## src/rtl/tick_gen_pkg.sv

```systemverilog
// tick_gen_pkg: shared state encoding and default parameter values for tick_gen
package tick_gen_pkg;
  typedef enum logic {ST_IDLE = 1'b0, ST_RUN = 1'b1} state_t;
  localparam int DEF_DIV_W = 24;
  localparam int DEF_DEB_CYCLES = 50000;
  localparam int DEF_DEB_W = 16;
endpackage

```

## src/rtl/btn_debounce.sv

```systemverilog
// btn_debounce: two-flop synchronizer plus counter debouncer for a raw push-button
//   clk, rst_n : clock, async active-low reset
//   din        : raw asynchronous button input
//   level      : registered debounced level
//   rise       : registered one-cycle strobe, high the cycle level first reads 1
module btn_debounce
  import tick_gen_pkg::*;
#(
  parameter int DEB_CYCLES = DEF_DEB_CYCLES,
  parameter int DEB_W = DEF_DEB_W
) (
  input  logic clk,
  input  logic rst_n,
  input  logic din,
  output logic level,
  output logic rise
);
  logic s1, s2, flip;
  logic [DEB_W-1:0] cnt;
  // a mismatch that has already persisted DEB_CYCLES-1 cycles is accepted on this edge
  assign flip = (s2 != level) && (cnt == DEB_W'(DEB_CYCLES - 1));
  always_ff @(posedge clk or negedge rst_n)
    if (!rst_n) begin
      s1 <= 1'b0;
      s2 <= 1'b0;
      cnt <= '0;
      level <= 1'b0;
      rise <= 1'b0;
    end else begin
      s1 <= din;
      s2 <= s1;
      cnt <= (s2 == level || flip) ? '0 : cnt + 1'b1;
      level <= level ^ flip;
      rise <= flip & ~level;
    end
endmodule

```

## src/rtl/tick_gen.sv

```systemverilog
// tick_gen: one-cycle count-enable strobe from a prescaler (run) or debounced button (step)
//   clk, rst_n : clock, async active-low reset
//   run        : 1 = free-run, 0 = single-step
//   div_value  : prescaler terminal count, tick period is div_value+1
//   step_btn   : raw push-button
//   tick       : registered enable strobe
//   btn_level  : registered debounced button level
//   running    : registered, high while in RUN
module tick_gen
  import tick_gen_pkg::*;
#(
  parameter int DIV_W = DEF_DIV_W,
  parameter int DEB_CYCLES = DEF_DEB_CYCLES,
  parameter int DEB_W = DEF_DEB_W
) (
  input  logic             clk,
  input  logic             rst_n,
  input  logic             run,
  input  logic [DIV_W-1:0] div_value,
  input  logic             step_btn,
  output logic             tick,
  output logic             btn_level,
  output logic             running
);
  state_t state, state_nx;
  logic [DIV_W-1:0] pre, pre_nx;
  logic tick_nx, rise;
  btn_debounce #(.DEB_CYCLES(DEB_CYCLES), .DEB_W(DEB_W)) u_deb (
    .clk(clk),
    .rst_n(rst_n),
    .din(step_btn),
    .level(btn_level),
    .rise(rise)
  );
  always_ff @(posedge clk or negedge rst_n)
    if (!rst_n) begin
      state <= ST_IDLE;
      pre <= '0;
      tick <= 1'b0;
      running <= 1'b0;
    end else begin
      state <= state_nx;
      pre <= pre_nx;
      tick <= tick_nx;
      running <= (state_nx == ST_RUN);
    end
  always_comb state_nx = run ? ST_RUN : ST_IDLE;
  // >= rather than == so a div_value lowered below pre still wraps on the next edge;
  // a mode change in either direction suppresses the tick of that cycle
  always_comb begin
    tick_nx = (state == ST_RUN) ? (run && pre >= div_value) : (rise && !run);
    pre_nx = (state == ST_RUN && run && pre < div_value) ? pre + 1'b1 : '0;
  end
endmodule

```

## config.mk

```make
export PLATFORM = sky130hd
export DESIGN_NAME = tick_gen
export DESIGN_NICKNAME = d
export VERILOG_FILES = /design/src/rtl/tick_gen_pkg.sv /design/src/rtl/btn_debounce.sv /design/src/rtl/tick_gen.sv
export SDC_FILE = /design/constraint.sdc
export NUM_CORES = 1
export LEC_CHECK = 0
export BUFFER_PORTS_ARGS = -buffer_cell sky130_fd_sc_hd__buf_4
export CAP_MARGIN = 5
export CORE_ASPECT_RATIO = 0.9
export CORE_MARGIN = 2
export CORE_UTILIZATION = 41
export CTS_CLUSTER_SIZE = 25
export DETAILED_ROUTE_END_ITERATION = 16
export PLACE_DENSITY = 0.59
export REMOVE_ABC_BUFFERS = 1
export SYNTH_ARGS = -nofsm -noshare
export SYNTH_HDL_FRONTEND = slang
export SYNTH_SLANG_ARGS = --single-unit
```

## constraint.sdc

```tcl
create_clock -name clk -period 2.25 [get_ports clk]
set_clock_uncertainty 0.05 [all_clocks]
set_input_delay 0.3375 -clock clk [delete_from_list [all_inputs] [get_ports clk]]
set_output_delay 0.3375 -clock clk [all_outputs]
set_load 0.01 [all_outputs]
```

==> summary by stage <==
Status
The flow ran to the end, but the final reports show violations. The final reports fail on hold timing.

Worst setup path
The kind of end point of the critical path is a flip-flop. The delay of the slowest cell on the worst path is 0.45 ns. The most critical setup path has its startpoint at pre[15]. The critical path launch point type is a flip-flop. Counting both buffers and inverters, the worst setup path holds a total of 1. The critical path class is flip-flop to flip-flop. The cell type of the slowest stage on the worst timing path is sky130_fd_sc_hd__dfrtp_1. The cell depth of the worst flop-to-flop path is 7. STA puts the critical path data required time at around 2.4 ns. The reg-to-reg startpoint is pre[15]. The critical path ends at pre[4]. In this run the register-to-register setup slack is around 0.17 ns.

The critical-path maximum fanout is 24. In this run the critical register-to-register path is captured at pre[4]. Broken down by cell family, the worst path's largest delay share belongs to compound AO/OA/AOI/OAI gates.

Traced cell by cell, the critical path runs through ha_1, a21oi_1, o21ai_0, a221oi_2, nand2_2, buf_12, nor4_1. At the worst endpoint, the arrival time is 2.22 ns. The critical path crosses 7 cells after its start point.

Die
The floorplan has 28 rows. The total die area is about 7600 um2. The starting density of the core is 42.9%. 31 I/O pins were placed.

The core region is around 6700 um2. In this run the vertical extent of the chip is roughly 83 um. The die outline width is between 90 and 100 um.

Synth
The number of register bits inferred by synthesis is between 40 and 50. In this run, synthesis inferred 0 flip-flops with an integrated enable. The sequential cell area fraction in the yosys report is roughly 40%. Yosys mapped the design onto 34 distinct sky130hd cell types. In the synthesized netlist, the number of instances is roughly 300. The cell type contributing the most total cell area after synthesis is sky130_fd_sc_hd__dfrtp_1.

The area of the mapped netlist is ~2900 um2. The post-synthesis adder-cell area fraction is roughly 11%. After synthesis, the largest family of logic cells by area is simple AND/OR/NAND/NOR gates. By area the synthesized netlist is led by sky130_fd_sc_hd__dfrtp_1 (40%), sky130_fd_sc_hd__ha_1 (11%), sky130_fd_sc_hd__xor2_1 (7.1%), sky130_fd_sc_hd__nor4_1 (4.8%), sky130_fd_sc_hd__xnor2_1 (4.3%). The average instance in the mapped netlist occupies 9.48 um2.

The synthesized netlist devotes about 5.0% of its cell area to compound gates. In the synthesized netlist the async set-or-reset flop fraction comes to 100%. For this run, the number of Yosys warnings is 0. The synthesized design devotes to its leading area cell type between 40% and 50% of total area. Of the total synthesized cell area, the portion taken by AND, OR, NAND and NOR gates is between 20% and 30%. Summing the areas of all xor and xnor instances in the mapped netlist gives between 10 and 15% of the synthesized area. The most common cell in the synthesized netlist is sky130_fd_sc_hd__dfrtp_1. After synthesis, the most frequently instantiated cells are sky130_fd_sc_hd__dfrtp_1 (46), sky130_fd_sc_hd__inv_1 (28), sky130_fd_sc_hd__ha_1 (26). In the synthesized netlist, mux cells make up less than 1% of the area. The top flip-flop cell by instance count after synthesis is sky130_fd_sc_hd__dfrtp_1.

Finish
The count of fill cells added during filler insertion is 662. 0 antenna diodes ended up in the layout. The final core area utilization is 50.0%. Summing all multi-input logic gate instances after layout gives 1560 um2.

With fillers left out, the area of the finished cells amounts to between 3000 and 4000 um2. For this run, the number of standard cells in the final layout without fillers is approximately 430. The final net count is 390. The area growth from synthesis to layout is 16.7%. The share of cells above drive strength 1 is between 10% and 20%. In the final layout, flip-flops and latches occupy 1150 um2.

Timing
Derived from the worst setup path, the maximum achievable clock frequency is about 0.48 GHz. Across all hold checks on the routed design, the worst slack comes to -0.00201 ns. The worst path needs roughly 2.1 ns of the cycle, external delays included. In this run the tightest slew margin relative to its limit is between 60% and 70%. The part of the cycle the worst path needs is 92.3%. The number of endpoints with negative hold slack in the final report is 2. For the pin with the worst max-slew slack, the measured transition is a little under 0.6 ns. Setup violations remaining at the end of the flow were counted as 0. The max-slew violation count is 0.

CTS
The clock transition at the register clock pins on the worst setup and hold paths after CTS is 0.08 ns. In this run the post-CTS setup repair buffer count came out at 0. The root buffer cell chosen for the clock tree is sky130_fd_sc_hd__clkbuf_8.

The maximum count of clock buffers along a single path is 2. The maximum level of the CTS H-tree is 2. The number of buffers added by the clock tree synthesis step is 5. TritonCTS built the clock tree. Gates resized during post-CTS repair numbered 0.

Buffers inserted to repair hold after CTS numbered 0. Clock latency on the worst-skew pair, taken at its later pin, is around 0.30 ns. For this design, the sink count on the clock tree is 46.

Power and ir drop
Summed over all cells, the static leakage comes to around 1.6 nW. The worst vdd rail ir drop is 0.220 mV. For this design the ratio of total power to cell area is around 480 nW/um2.

Global routing
The first global-routing pass estimated 10400 um of wire. Global routing used between 10% and 20% of the available tracks. The remaining global-route overflow is 0. The largest net degree at the start of global routing is 47. The number of global-route vias before repair came to 2189. The number of antenna violations at the first check in global routing is 0.

Routing
The first-pass iteration count of the detailed router is 4. The post-detailed-routing wire length is between 5000 and 6000 um. Using the TritonRoute via totals, the vias-per-cell ratio works out to between 5 and 6. In this run the remaining antenna-violating nets after routing total 0. Dividing the detail-routed wire length by the instance count gives about 14 um.

The number of vias after detailed routing is ~2200. The detailed-route DRC error count is 0. In this run, the number of DRC markers left after iteration 0 of detailed routing was between 100 and 150.

Placement
The number of port buffers is 30. Counting tap cells, the placed design contains a total of ~420 instances. The routability-driven placement congestion ratio is between 0.7 and 0.8. The detailed placement HPWL is roughly 4300 um. The cell area after placement is roughly 3200 um2.

Job
The number of maximum-capacitance violations is 0.

Min path
The path type of the worst min-delay path is primary input to asynchronous set/reset pin.
## state kept, by name, indices dropped and copies added (netlist names), named ones only
register    cells
tick            1
pre            24
state           1
u_deb.s2        1
u_deb.s1        1
u_deb.rise      1
u_deb.cnt      16
## where the power goes
group | internal (W) | total [W] | switching [W]
Combinational | 0.0000632 | 0.000137 | 0.0000740
Clock | 0.000332 | 0.000610 | 0.000278
Sequential | 0.000835 | 0.000844 | 0.00000915
## worst min-delay path by stage
| stage | from | slack (ns) | endpoint |
|---|---|---|---|
| finish | rst_n | -0.002 | pre[8] |
| global route | rst_n | 0.02 | u_deb.cnt[2] |
| CTS | rst_n | 0.007 | u_deb.cnt[2] |
| detailed placement | u_deb.s1 | 0.29 | u_deb.s2 |
| global placement | u_deb.s1 | 0.29 | u_deb.s2 |
| floorplan | rst_n | -0.008 | asynchronous set/reset pin |
## stage by stage
stage / TNS (ns) / setup slack (ns) / power (W)
floorplan: 0 / 0.184 / 0.000919
global placement: 0 / 0.203 / 0.000998
detailed placement: 0 / 0.120 / 0.000999
CTS: 0 / 0.135 / 0.00161
global route: -0.00340 / -0.00340 / 0.00167
finish: 0 / 0.173 / 0.00159
## layout make-up
class                           instances  share of cell area, %
Clock buffer                            6                   2.18
Clock inverter                          2                   1.13
Inverter                               28                   3.16
Multi-Input combinational cell        219                   46.7
Sequential cell                        46                   34.6
Tap cell                               90                   3.38
Timing Repair Buffer                   36                   8.87
## placed cells by master (no fill, tap or decap), types with 2 or more instances in the layout
cell	Yosys	final
sky130_fd_sc_hd__xnor2_1	14	14
sky130_fd_sc_hd__nand2_2	2	2
sky130_fd_sc_hd__buf_4	0	34
sky130_fd_sc_hd__inv_1	28	28
sky130_fd_sc_hd__nor3_2	5	5
sky130_fd_sc_hd__nor3_1	3	3
sky130_fd_sc_hd__and4_1	5	5
sky130_fd_sc_hd__clkbuf_8	0	5
sky130_fd_sc_hd__nor4_1	22	22
sky130_fd_sc_hd__ha_1	26	26
sky130_fd_sc_hd__buf_12	0	2
sky130_fd_sc_hd__nand3_1	12	12
sky130_fd_sc_hd__nor3b_1	4	4
sky130_fd_sc_hd__nor4_2	3	3
sky130_fd_sc_hd__a21oi_1	12	12
sky130_fd_sc_hd__nand2_1	22	22
sky130_fd_sc_hd__xor2_1	23	23
sky130_fd_sc_hd__nand4_1	16	16
sky130_fd_sc_hd__and3_1	7	7
sky130_fd_sc_hd__o21ai_0	6	6
sky130_fd_sc_hd__nor2_1	25	25
sky130_fd_sc_hd__dfrtp_1	46	46
## layer usage
| metal | share of wire [%] | vias up | global-route usage [%] |
|---|---|---|---|
| li1 | - | 1134 | - |
| met1 | 53 | 1055 | 25.1 |
| met2 | 42 | 47 | 24.8 |
| met3 | 3.8 | 11 | 2.99 |
| met4 | 1.4 | 0 | 4.21 |
| met5 | 0 | - | 0 |
## logic make-up (layout without fill, tap and decap cells)
kind of cell             Yosys count  in the layout
multiplexers                       1              1
adder cells (fa/ha/maj)           26             26
AO/OA/AOI/OAI                     24             24
buffers and inverters             36             72
AND/OR/NAND/NOR                  131            131
XOR/XNOR                          37             37
flip-flops                        46             46
No activity file was read; power rests on OpenSTA's default activity.
